### config.mk
export PLATFORM = sky130hd
export DESIGN_NAME = bcd_serial_subtractor
export DESIGN_NICKNAME = d
export VERILOG_FILES = /design/src/rtl/bcd_serial_subtractor.sv
export SDC_FILE = /design/constraint.sdc
export NUM_CORES = 1
export LEC_CHECK = 0
export CORE_MARGIN = 2
export CORE_UTILIZATION = 40
export CTS_CLUSTER_SIZE = 25
export DETAILED_ROUTE_END_ITERATION = 12
export PLACE_DENSITY = 0.64
export SYNTH_ARGS = -nofsm -noshare
export SYNTH_HDL_FRONTEND = slang
export SYNTH_SLANG_ARGS = --single-unit
### constraint.sdc
create_clock -name clk -period 9.31 [get_ports clk]
set_clock_uncertainty 0.1 [all_clocks]
set_input_delay 0.931 -clock clk [delete_from_list [all_inputs] [get_ports clk]]
set_output_delay 0.931 -clock clk [all_outputs]
set_load 0.1 [all_outputs]
### src/rtl/bcd_serial_subtractor.sv
// Digit-serial packed-BCD subtractor: D = |A - B| using nines-complement addition,
// one digit per clock. A negative result is recovered by a second tens-complement pass.
module bcd_serial_subtractor #(
    parameter int DIGITS = 4
) (
    input  logic                  clk,
    input  logic                  rst_n,
    input  logic [4*DIGITS-1:0]   A,
    input  logic [4*DIGITS-1:0]   B,
    input  logic                  start,
    output logic [4*DIGITS-1:0]   D,
    output logic                  neg,
    output logic                  invalid,
    output logic                  busy,
    output logic                  done
);
    localparam int W  = 4 * DIGITS;
    localparam int IW = (DIGITS > 1) ? $clog2(DIGITS) : 1;

    typedef enum logic [1:0] {IDLE, SUB, COMP, DONE} state_t;

    state_t          state_q, state_d;
    logic [W-1:0]    a_q, a_d, b_q, b_d, d_q, d_d;
    logic [IW-1:0]   idx_q, idx_d;
    logic            carry_q, carry_d;
    logic            neg_q, neg_d;
    logic            invalid_q, invalid_d;

    logic [2*DIGITS-1:0] digit_bad;
    logic [3:0]          a_dig, b_dig, d_dig, res_dig;
    logic [4:0]          sum;
    logic                sum_carry;
    logic                last_dig;

    // Operand digits are checked straight off the inputs, in the same cycle they are latched.
    genvar gi;
    generate
        for (gi = 0; gi < DIGITS; gi++) begin : g_chk
            assign digit_bad[2*gi]   = (A[4*gi +: 4] > 4'd9);
            assign digit_bad[2*gi+1] = (B[4*gi +: 4] > 4'd9);
        end
    endgenerate

    always_comb begin
        a_dig    = a_q[{idx_q, 2'b00} +: 4];
        b_dig    = b_q[{idx_q, 2'b00} +: 4];
        d_dig    = d_q[{idx_q, 2'b00} +: 4];
        last_dig = (idx_q == IW'(DIGITS - 1));
        // SUB adds the nines complement of B; COMP takes the nines complement of D itself.
        if (state_q == COMP)
            sum = (5'd9 - {1'b0, d_dig}) + {4'b0, carry_q};
        else
            sum = {1'b0, a_dig} + (5'd9 - {1'b0, b_dig}) + {4'b0, carry_q};
        sum_carry = (sum > 5'd9);
        res_dig   = sum_carry ? 4'(sum - 5'd10) : sum[3:0];
    end

    always_comb begin
        state_d   = state_q;
        a_d       = a_q;
        b_d       = b_q;
        d_d       = d_q;
        idx_d     = idx_q;
        carry_d   = carry_q;
        neg_d     = neg_q;
        invalid_d = invalid_q;
        case (state_q)
            IDLE: begin
                if (start) begin
                    a_d     = A;
                    b_d     = B;
                    d_d     = '0;
                    idx_d   = '0;
                    neg_d   = 1'b0;
                    carry_d = 1'b1;
                    if (|digit_bad) begin
                        invalid_d = 1'b1;
                        state_d   = DONE;
                    end else begin
                        invalid_d = 1'b0;
                        state_d   = SUB;
                    end
                end
            end
            SUB: begin
                d_d[{idx_q, 2'b00} +: 4] = res_dig;
                carry_d = sum_carry;
                idx_d   = idx_q + 1'b1;
                if (last_dig) begin
                    idx_d = '0;
                    // No end-around carry means A < B and D holds a complemented result.
                    if (sum_carry) begin
                        neg_d   = 1'b0;
                        state_d = DONE;
                    end else begin
                        neg_d   = 1'b1;
                        carry_d = 1'b1;
                        state_d = COMP;
                    end
                end
            end
            COMP: begin
                d_d[{idx_q, 2'b00} +: 4] = res_dig;
                carry_d = sum_carry;
                idx_d   = idx_q + 1'b1;
                if (last_dig) begin
                    idx_d   = '0;
                    state_d = DONE;
                end
            end
            default: state_d = IDLE;
        endcase
    end

    always_ff @(posedge clk or negedge rst_n) begin
        if (!rst_n) begin
            state_q   <= IDLE;
            a_q       <= '0;
            b_q       <= '0;
            d_q       <= '0;
            idx_q     <= '0;
            carry_q   <= 1'b0;
            neg_q     <= 1'b0;
            invalid_q <= 1'b0;
        end else begin
            state_q   <= state_d;
            a_q       <= a_d;
            b_q       <= b_d;
            d_q       <= d_d;
            idx_q     <= idx_d;
            carry_q   <= carry_d;
            neg_q     <= neg_d;
            invalid_q <= invalid_d;
        end
    end

    assign D       = d_q;
    assign neg     = neg_q;
    assign invalid = invalid_q;
    assign busy    = (state_q != IDLE);
    assign done    = (state_q == DONE);
endmodule

Word level (Yosys, flattened, before mapping)
Cells that the tools add are included.

Output and inout port bits: 20. Register bits: 55. Input port bits: 35. Logic and storage cells: 71.

Shift operators: 5. Equal/unequal tests: 7. Magnitude comparators: 9. Multiplexer cells: 22. Add/sub/neg operators: 8. Reductions and logical operators: 12.

Operators with widths (count): variable part select 16 x 5 -> 4 bit (3); greater-than comparator 4 bit (second input constant) (8); case mux 16 bit (2 select lines) (1); bitwise mux 16 bit (1); 2-to-1 mux 16 bit (1); variable shift 4 x 6 -> 16 bit (first input constant) (1); variable part select 4 x 6 -> 16 bit (1); 2-to-1 mux 2 bit (6); adder 5 x 1 -> 5 bit (2); subtractor 4 x 4 -> 5 bit (first input constant) (2); OR reduction 8 bit (1); 2-to-1 mux 1 bit (7); == test 2 bit (second input constant) (3); != test 2 bit (second input constant) (3); negator 4 -> 6 bit (1); case mux 2 bit (3 select lines) (1); AND reduction 2 bit (3); AND reduction 3 bit (2); nonzero test 2 bit (3); adder 4 x 5 -> 5 bit (1); greater-than comparator 5 x 4 -> 1 bit (second input constant) (1); 2-to-1 mux 5 bit (1); 2-to-1 mux 4 bit (1); case mux 2 bit (2 select lines) (1); other kinds (8) (8).

Longest topological paths before layout
Gate-level depths: netlist of the first run.

Depth in word-level cells: 10. Gate-level depth with buffers: 14. Mapped depth without buffers: 13.

Least setup slack after synthesis of the first run
Ideal clock, no wire load.

Kind: reg2reg. Start: reg idx_q[0]. End: reg d_q[10], in the netlist D[10]. Buffers on the path: 2. Slack: 5.394 ns. Cell stages (with the launch flop): 15. Period minus slack after synthesis: 3.916 ns. Arrival time: 3.686 ns. Cell sequence: dfrtp_1 -> buf_6 -> buf_1 -> mux4_2 -> fa_1 -> inv_1 -> ha_1 -> fa_1 -> nor2b_1 -> a21oi_1 -> ha_1 -> a21o_1 -> nor3_1 -> o2bb2ai_1 -> o21ai_1.

Longest elaborated chain between the ends: 10.

Ends and longest elaborated chain: from (decl) (RTL line 24) `logic [IW-1:0] idx_q, idx_d;`; from (signal assigned) (RTL line 130) `idx_q <= idx_d;`; variable part select 16 x 5 -> 4 bit (RTL line 46) `b_dig = b_q[{idx_q, 2'b00} +: 4];`; subtractor 4 x 4 -> 5 bit (RTL line 53) `sum = {1'b0, a_dig} + (5'd9 - {1'b0, b_dig}) + {4'b0, carry_q};`; adder 4 x 5 -> 5 bit (RTL line 53); adder 5 x 1 -> 5 bit (RTL line 53); 2-to-1 mux 5 bit (RTL line 50) `if (state_q == COMP)`; subtractor 4 bit / greater-than comparator 5 x 4 -> 1 bit (equally long branches) (RTL line 55, 54); 2-to-1 mux 4 bit (RTL line 55) `res_dig = sum_carry ? 4'(sum - 5'd10) : sum[3:0];`; variable part select 4 x 6 -> 16 bit (RTL line 86, 103); bitwise mux 16 bit (*) (RTL line 86, 103); case mux 16 bit (2 select lines) (*) (RTL line 67) `case (state_q)`; to (signal assigned) (RTL line 120) `d_q <= '0;`; to (signal assigned) (RTL line 129) `d_q <= d_d;`; to (decl) (RTL line 23) `logic [W-1:0] a_q, a_d, b_q, b_d, d_q, d_d;`.

Mark *: on every way between the ends. The rest lies on a longest branch, timed or not. A chain may end at the register's enable or synchronous reset.

Final worst setup path of the first run
Start: reg idx_q[1]. End: reg d_q[10], in the netlist D[10].

Same word-level chain as after synthesis.

==> results of run 1 <==
-- per-stage QoR --
step / hold WS, ns / instance area [um2] / setup WS [ns]
CTS: 0.401 / 3890 / 5.30
global route: 0.426 / 3890 / 5.10
finish: 0.395 / 3890 / 5.32
floorplan: 0.374 / 3120 / 5.39
detailed placement: 0.378 / 3770 / 5.31
global placement: 0.376 / 3770 / 5.48
-- worst max-delay path by stage --
stage                         to  slack (ns)  cells after the start
2_1_floorplan  D[10]$_DFFE_PN0P_        5.39                     14
3_3_place_gp   D[14]$_DFFE_PN0P_        5.48                     12
3_5_place_dp   D[10]$_DFFE_PN0P_        5.31                     12
4_1_cts        D[10]$_DFFE_PN0P_        5.30                     12
5_1_grt        D[14]$_DFFE_PN0P_        5.10                     12
6_report       D[10]$_DFFE_PN0P_        5.32                     12
-- tightest hold or removal path: stages (launching register included) --
cell     delay [ns]
dfrtp_1        0.36
nand2_1        0.05
o21ai_0        0.06
-- cell usage after synthesis, types with 2 or more instances --
library cell / n / share of area [%]
fa_1: 2 / 1.3
mux2_2: 35 / 13
nand2_1: 24 / 2.9
xor2_1: 2 / 0.56
o21ai_0: 25 / 4.0
nor2_1: 18 / 2.2
ha_1: 18 / 7.2
nand3_1: 3 / 0.48
a211oi_1: 2 / 0.48
nand4_1: 4 / 0.80
o21ai_1: 9 / 1.4
mux4_2: 11 / 7.9
clkbuf_1: 6 / 0.72
a2111oi_0: 2 / 0.56
inv_1: 21 / 2.5
dfrtp_1: 55 / 44
mux2i_1: 4 / 1.3
nand2b_1: 2 / 0.40
o31ai_1: 2 / 0.48
a21o_1: 3 / 0.72
nor2b_1: 5 / 1.0
-- registers in the layout, indices dropped and copies added (netlist names) --
name     cells
idx_q        2
invalid      1
D           16
b_q         16
state_q      2
a_q         16
carry_q      1
neg          1
-- per-layer routing --
| metal | part of all wire (%) | track usage (%) |
|---|---|---|
| met2 | 50 | 29.2 |
| met1 | 45 | 22.1 |
| met4 | 1.6 | 4.73 |
| met5 | 0 | 0 |
| met3 | 3.6 | 3.25 |
-- logic make-up after synthesis --
family | count (synthesis) | share of synthesized area, %
DFF | 55 | 44.1
muxes | 50 | 21.8
buffers and inverters | 29 | 3.73
AOI/OAI and AO/OA | 56 | 12.4
xor gates and xnor gates | 2 | 0.561
adders and majority gates | 20 | 8.50
and+or+nand+nor | 61 | 8.90
-- cell usage in the layout, fill, tap and decap left out, types with 5 or more instances in the layout --
master / synthesis / layout
dfrtp_1: 55 / 55
clkdlybuf4s50_1: 0 / 53
mux2_2: 35 / 35
o21ai_0: 25 / 25
nand2_1: 24 / 24
inv_1: 21 / 21
nor2_1: 18 / 18
ha_1: 18 / 18
mux4_2: 11 / 11
o21ai_1: 9 / 9
clkbuf_8: 0 / 6
nor2b_1: 5 / 5
-- layout make-up --
class | count | area [um2] | share of cell area, %
Tap cell | 102 | 128 | 3.28
Multi-Input combinational cell | 189 | 1630 | 41.9
Clock buffer | 6 | 82.6 | 2.12
Sequential cell | 55 | 1380 | 35.4
Timing Repair Buffer | 57 | 558 | 14.4
Clock inverter | 2 | 35.0 | 0.901
Inverter | 21 | 78.8 | 2.03
==> impl_metrics.ini, run 1 <==
[timing]
period_needed_ns = 3.99
slew_headroom_pct = 35.1
worstMarginPinSlew_ns = 0.971
setup_viol_count_final = 0
rsz0062_at_grt = no
drv_slew = 0
max_freq_mhz = 250
hold_viol = 0
finalCritPeriodShare_pct = 42.9
setup_tns_ns = 0

[setup_path]
cp_top_family = adder cells
cp_num_buf_inv = 1
endpoint_kind = flop
r2r-start = idx_q[1]$_DFFE_PN0P_
worst_ep_arrival_time_ns = 4.08
reg2regPathDepth = 12
worst-r2r-setup-slack_ns = 5.32
crit_chain = mux4_2 > fa_1 > inv_1 > ha_1 > fa_1 > nor2b_1 > a21oi_1 > ha_1 > a21o_1 > nor3_1 > o2bb2ai_1 > o21ai_1
critical_path_class = flop to flop
startpoint_type = flop
reg2reg_to = D[10]$_DFFE_PN0P_
cp.required_ns = 9.40
critPathSlowestCell = dfrtp_1
crit_path_max_incr_delay_ns = 0.85
path_max_fanout = 16
critical_path.startpoint = idx_q[1]$_DFFE_PN0P_

[clock_network]
cts_root_buffer = clkbuf_8
cts_resized = 0
ctsHoldBuffers = 0
numCtsBuffers = 5
cts.htree.levels = 2
clock_sinks = 55
clkTransAtPathRegs_ns = 0.10
cts_tree = built
cts_buffer_depth = 2
postCtsSetupBuffers = 0
clk_latency_ns = 0.31

[layout]
syn_to_final_growth_pct = 24.5
num_antenna_cells = 0
drive_gt1_share_pct = 19.4
fin_nets = 384
fillers = 689
instances_no_fill = 432
post-route-util_pct = 50.8

[synth]
synthesis.nets = 328
async_flop_share_pct = 100
synth.distinct_cells = 41
ys_warn_count = 0
syn_area_um2 = 3120
synth_flop_cell = dfrtp_1
synth-edff-count = 0
syn-instance-count = 273
ys_seq_elements = 55
synth.yosys.seq_area_share_pct = 44.1
syn_area_per_cell_um2 = 11.4

[route]
firstDrtPassIters = 4
drc_errors = 0
postRouteWirelength_mm = 6.80
vias_per_cell = 5.32
routedWlPerCell_um = 15.7
drtIter0Drc = 85
num_vias = 2298
ant_nets = 0

[global_routing]
overflow = 0
antenna_found_initial = 0
grt_max_degree = 56
grtUsageTotal_pct = 17.0
grt_pass1_vias = 2376
grt_pass1_wl_mm = 11.5

[floorplan]
coreArea_um2 = 7650
die_width_um = 92.3
rows = 32
die_h_um = 92.3
design.die.area_um2 = 8530
io_pins = 55
initial_core_util_pct = 40.8

[run]
cap_violations = 0

[hold_path]
holdPathStages = 2
min_to = invalid$_DFFE_PN0P_
hold_path.class = flop to flop
min_from = invalid$_DFFE_PN0P_

[placed_design]
port_buffers = 54
gp_congestion = 0.813
place_inst = 424
hpwl_mm = 5.20

[outcome]
status = completed
Power of run 1 is not shown: default switching activity piles up to over one toggle a cycle in this logic, so the estimate is an artifact.
==> run 2, diff against run 1 <==
--- a/config.mk
+++ b/config.mk
@@ -9,7 +9,7 @@
 export CORE_UTILIZATION = 40
 export CTS_CLUSTER_SIZE = 25
 export DETAILED_ROUTE_END_ITERATION = 12
-export PLACE_DENSITY = 0.64
+export PLACE_DENSITY = 0.67
 export SYNTH_ARGS = -nofsm -noshare
 export SYNTH_HDL_FRONTEND = slang
 export SYNTH_SLANG_ARGS = --single-unit
==> constraint.sdc (replaced) <==
create_clock -name clk -period 3.43 [get_ports clk]
set_clock_uncertainty 0.1 [all_clocks]
set_input_delay 0.343 -clock clk [delete_from_list [all_inputs] [get_ports clk]]
set_output_delay 0.343 -clock clk [all_outputs]
set_load 0.1 [all_outputs]
==> run 2 against run 1 <==
Against the previous run:
- sequential share of layout area fell by 1.8 points
- core utilization grew 2.8 points
- register-to-register slack worse by 5.2 ns
- global-route usage up 0.26 points
- critical path depth up 1
- clock-buffer cell count did not move
- highest routed layer unchanged
- largest cell class unchanged
- worst setup slack got worse by 5.2 ns
- first-iteration DRC count up 45%
- maximum frequency rose by 19%
- hold slack got worse by 0.30 ns
==> impl_metrics.ini, run 2 (synthesis results as in run 1) <==
[setup_path]
reg2regPathDepth = 13
startpoint_type = flop
path_max_fanout = 4
worst_ep_arrival_time_ns = 3.45
cp.required_ns = 3.53
reg2reg_to = D[14]$_DFFE_PN0P_
worst-r2r-setup-slack_ns = 0.07
r2r-start = idx_q[0]$_DFFE_PN0P_
endpoint_kind = flop
critical_path_class = flop to flop

[route]
drc_errors = 0
vias_per_cell = 5.28
postRouteWirelength_mm = 7.05
num_vias = 2365
drtIter0Drc = 123
routedWlPerCell_um = 15.7
firstDrtPassIters = 4
ant_nets = 0

[clock_network]
cts_buffer_depth = 2
clk_latency_ns = 0.31
clkTransAtPathRegs_ns = 0.10
numCtsBuffers = 5
cts_root_buffer = clkbuf_8
clock_sinks = 55
cts.htree.levels = 2
cts_tree = built

[run]
cap_violations = 0

[timing]
max_freq_mhz = 298
slew_headroom_pct = 32.9
hold_viol = 0
rsz0062_at_grt = yes
period_needed_ns = 3.36
finalCritPeriodShare_pct = 97.8
setup_viol_count_final = 0
timing.hold.ws_ns = 0.0912
setup_tns_ns = 0
drv_slew = 0
worstMarginPinSlew_ns = 1.01

[floorplan]
die_width_um = 92.3
initial_core_util_pct = 40.8
design.die.area_um2 = 8530
io_pins = 55
coreArea_um2 = 7650
rows = 32
die_h_um = 92.3

[layout]
mostFrequentLayoutCells = dfrtp_1, clkdlybuf4s50_1, mux2_2
num_antenna_cells = 0
drive_gt1_share_pct = 28.3
final_common_cell = dfrtp_1
fin_nets = 400
syn_to_final_growth_pct = 31.4

[global_routing]
grtUsageTotal_pct = 17.3
antenna_found_initial = 0
overflow = 0
grt_pass1_vias = 2351
grt_max_degree = 45
grt_pass1_wl_mm = 11.5

[outcome]
status = completed

[placed_design]
gp_congestion = 0.847
port_buffers = 54
hpwl_mm = 5.21

[hold_path]
hold_path.class = input pin to asynchronous set/reset pin
run 2: final cells by class:
class,instances,area (um2)
Fill cell,667,3550
Multi-Input combinational cell,189,1710
Sequential cell,55,1380
Timing Repair Buffer,73,711
Tap cell,102,128
Clock buffer,6,82.6
Inverter,21,78.8
Clock inverter,2,13.8
run 2: per-stage QoR:
step / instances / setup WS [ns] / cell area, um2 / utilization (%)
final: 448 / 0.0749 / 4100 / 53.6
after global routing: 448 / -0.0903 / 4100 / 53.6
after CTS: 442 / 0.00381 / 3980 / 52.0
after detailed placement: 434 / -0.0742 / 3870 / 50.6
after global placement: 434 / -0.00314 / 3870 / 50.6
after floorplan: 273 / 0.00287 / 3150 / -
run 2: layer usage:
layer  routed length (um)  GRT usage (%)
met2                 3450           28.2
met4                  142           5.47
met5                    0              0
met3                  220           3.09
met1                 3230           23.6
run 2: worst max-delay path by stage:
stage / start / endpoint / slack (ns) / cells after the start
after floorplan: idx_q[0]$_DFFE_PN0P_ / D[10]$_DFFE_PN0P_ / 0.003 / 14
after global placement: idx_q[0]$_DFFE_PN0P_ / D[2]$_DFFE_PN0P_ / -0.003 / 13
after detailed placement: idx_q[0]$_DFFE_PN0P_ / D[14]$_DFFE_PN0P_ / -0.07 / 13
after CTS: idx_q[0]$_DFFE_PN0P_ / D[11]$_DFFE_PN0P_ / 0.004 / 12
after global routing: idx_q[0]$_DFFE_PN0P_ / D[14]$_DFFE_PN0P_ / -0.09 / 13
final: idx_q[0]$_DFFE_PN0P_ / D[14]$_DFFE_PN0P_ / 0.07 / 13
run 2: what timing repair did:
item | in CTS | in global routing
cloned | 0 | 1
gates resized for setup | 2 | 18
setup buffers | 0 | 5
setup endpoints to repair | 9 | 15
pin swaps | 1 | 6
hold buffers | 0 | 0
run 2: worst max-delay path, cell delays in order, from the launching register on:
cell and delay, ns:
dfrtp_2 0.42, buf_6 0.11, mux4_2 0.51, fa_2 0.35, inv_2 0.08, ha_4 0.13, fa_1 0.40, nor2b_4 0.15
a21oi_4 0.21, ha_4 0.18, a21o_1 0.18, nor3_1 0.07, o2bb2ai_2 0.25, o21ai_1 0.10
Power of run 2 is left out for the same reason.
==> run 3, diff against run 2 <==
--- a/config.mk
+++ b/config.mk
@@ -5,7 +5,6 @@
 export SDC_FILE = /design/constraint.sdc
 export NUM_CORES = 1
 export LEC_CHECK = 0
-export CORE_MARGIN = 2
 export CORE_UTILIZATION = 40
 export CTS_CLUSTER_SIZE = 25
 export DETAILED_ROUTE_END_ITERATION = 12
@@ -13,3 +12,4 @@
 export SYNTH_ARGS = -nofsm -noshare
 export SYNTH_HDL_FRONTEND = slang
 export SYNTH_SLANG_ARGS = --single-unit
+export TNS_END_PERCENT = 30
==> run 3 against run 2 <==
Against the previous run:
- die area shrank 4.3%
- global-route usage grew 0.94 points
- first-iteration DRC count grew 24%
- non-clock buffer count shrank 2
- design area shrank 1.4%
- maximum frequency shrank 0.24%
- register-to-register slack is essentially flat
- core utilization grew 0.94 points
- clock-buffer cell count is the same
- hold slack gained 0.30 ns
- critical path depth is the same
- critical path type unchanged
==> impl_metrics.ini, run 3 (synthesis results as in run 1) <==
[timing]
setup_viol_count_final = 0
rsz0062_at_grt = yes
timing.hold.ws_ns = 0.394
hold_viol = 0
setup_tns_ns = 0
slew_headroom_pct = 34.9
max_freq_mhz = 297
finalCritPeriodShare_pct = 98.0
period_needed_ns = 3.36
worstMarginPinSlew_ns = 0.973
drv_slew = 0

[route]
drc_errors = 0
ant_nets = 0
postRouteWirelength_mm = 7.03
routedWlPerCell_um = 15.9
vias_per_cell = 5.28
firstDrtPassIters = 4
drtIter0Drc = 152
num_vias = 2333

[clock_network]
clock_sinks = 55
cts_root_buffer = clkbuf_8
clk_latency_ns = 0.31
cts_tree = built
clkTransAtPathRegs_ns = 0.10
numCtsBuffers = 5
cts.htree.levels = 2
cts_buffer_depth = 2

[global_routing]
grtUsageTotal_pct = 18.2
grt_max_degree = 35
antenna_found_initial = 0
grt_pass1_wl_mm = 12.0
grt_pass1_vias = 2411
overflow = 0

[setup_path]
critical_path_class = flop to flop
crit_path_max_incr_delay_ns = 0.53
critPathSlowestCell = mux4_2
crit_chain = buf_6 > mux4_2 > ha_4 > inv_2 > ha_4 > fa_1 > nor2b_4 > a21oi_2 > ha_2 > a31o_2 > mux2i_1 > buf_4 > o21ai_0
startpoint_type = flop
endpoint_kind = flop
cp.required_ns = 3.53
path_max_fanout = 4
crit_path_frequent_cell = ha_4
worst_ep_arrival_time_ns = 3.46

[floorplan]
coreArea_um2 = 7410
die_h_um = 90.3
die_width_um = 90.3
initial_core_util_pct = 42.1
design.die.area_um2 = 8160
io_pins = 55
rows = 31

[placed_design]
port_buffers = 54
hpwl_mm = 5.53
place_inst = 431
gp_congestion = 0.890

[run]
cap_violations = 0

[layout]
instances_no_fill = 442
final_common_cell = dfrtp_1
fillers = 651
drive_gt1_share_pct = 27.1
syn_to_final_growth_pct = 29.5
register_area_um2 = 1380
mostFrequentLayoutCells = dfrtp_1, clkdlybuf4s50_1, mux2_2
fin_nets = 398
num_antenna_cells = 0
multiInputGateArea_um2 = 1700

[hold_path]
hold_path.class = flop to flop

[outcome]
status = completed
-- run 3: cell types whose count changed in the layout (fill, tap and decap cells not counted), sizes merged --
cell,previous run,this run
buf,21,19
clkbuf,7,6
clkinv,1,0
dlygate4sd3,0,1
-- run 3: path summary, 6_finish.rpt --
check	start	to	slack [ns]	cells after the start
worst max-delay path	idx_q[0]$_DFFE_PN0P_	D[11]$_DFFE_PN0P_	0.07	13
worst min-delay path	invalid$_DFFE_PN0P_	invalid$_DFFE_PN0P_	0.39	2
worst max register to register	idx_q[0]$_DFFE_PN0P_	D[11]$_DFFE_PN0P_	0.07	13
worst min register to register	invalid$_DFFE_PN0P_	invalid$_DFFE_PN0P_	0.39	2
max in group asynchronous	rst_n	carry_q$_DFFE_PN0P_	1.94	3
min in group asynchronous	rst_n	D[0]$_DFFE_PN0P_	0.48	2
-- run 3: cell type report --
type | count | share of cell area [%]
clock buffers | 6 | 2.04
clock inverters | 1 | 0.217
inverters | 21 | 1.95
multi-input cells | 189 | 42.2
flip-flops and latches | 55 | 34.0
well taps | 99 | 3.06
repair buffers | 71 | 16.5
-- run 3: what timing repair did --
action / 4_1_cts / 5_1_grt
resized for setup: 0 / 14
endpoints found under the setup margin: 0 / 15
setup buffers: 0 / 3
endpoints found under the hold margin: 27 / 0
hold buffers: 1 / 0
-- run 3: layer usage --
metal / wire, um / global-route usage, %
met3: 282 / 2.95
met2: 3470 / 31.6
met5: 0 / 0
met1: 3200 / 24.3
met4: 74 / 3.36
-- run 3: per-stage QoR --
stage	cell area [um2]	setup slack (ns)	util (%)
4_1_cts	3960	0.0152	53.4
6_report	4040	0.0669	54.6
3_5_place_dp	3850	0.0398	52.0
5_1_grt	4040	-0.0655	54.6
3_3_place_gp	3850	0.111	52.0
2_1_floorplan	3150	0.00287	-
-- run 3: worst max-delay path, delay by kind of cell, from the launching register on --
family	cells	cell delay, ns
AND/OR/NAND/NOR	1	0.15
adder cells (fa/ha/maj)	4	1.18
buffers and inverters	3	0.34
flip-flops	1	0.38
multiplexers	2	0.76
AO/OA/AOI/OAI	3	0.34
Power of run 3 is left out for the same reason.
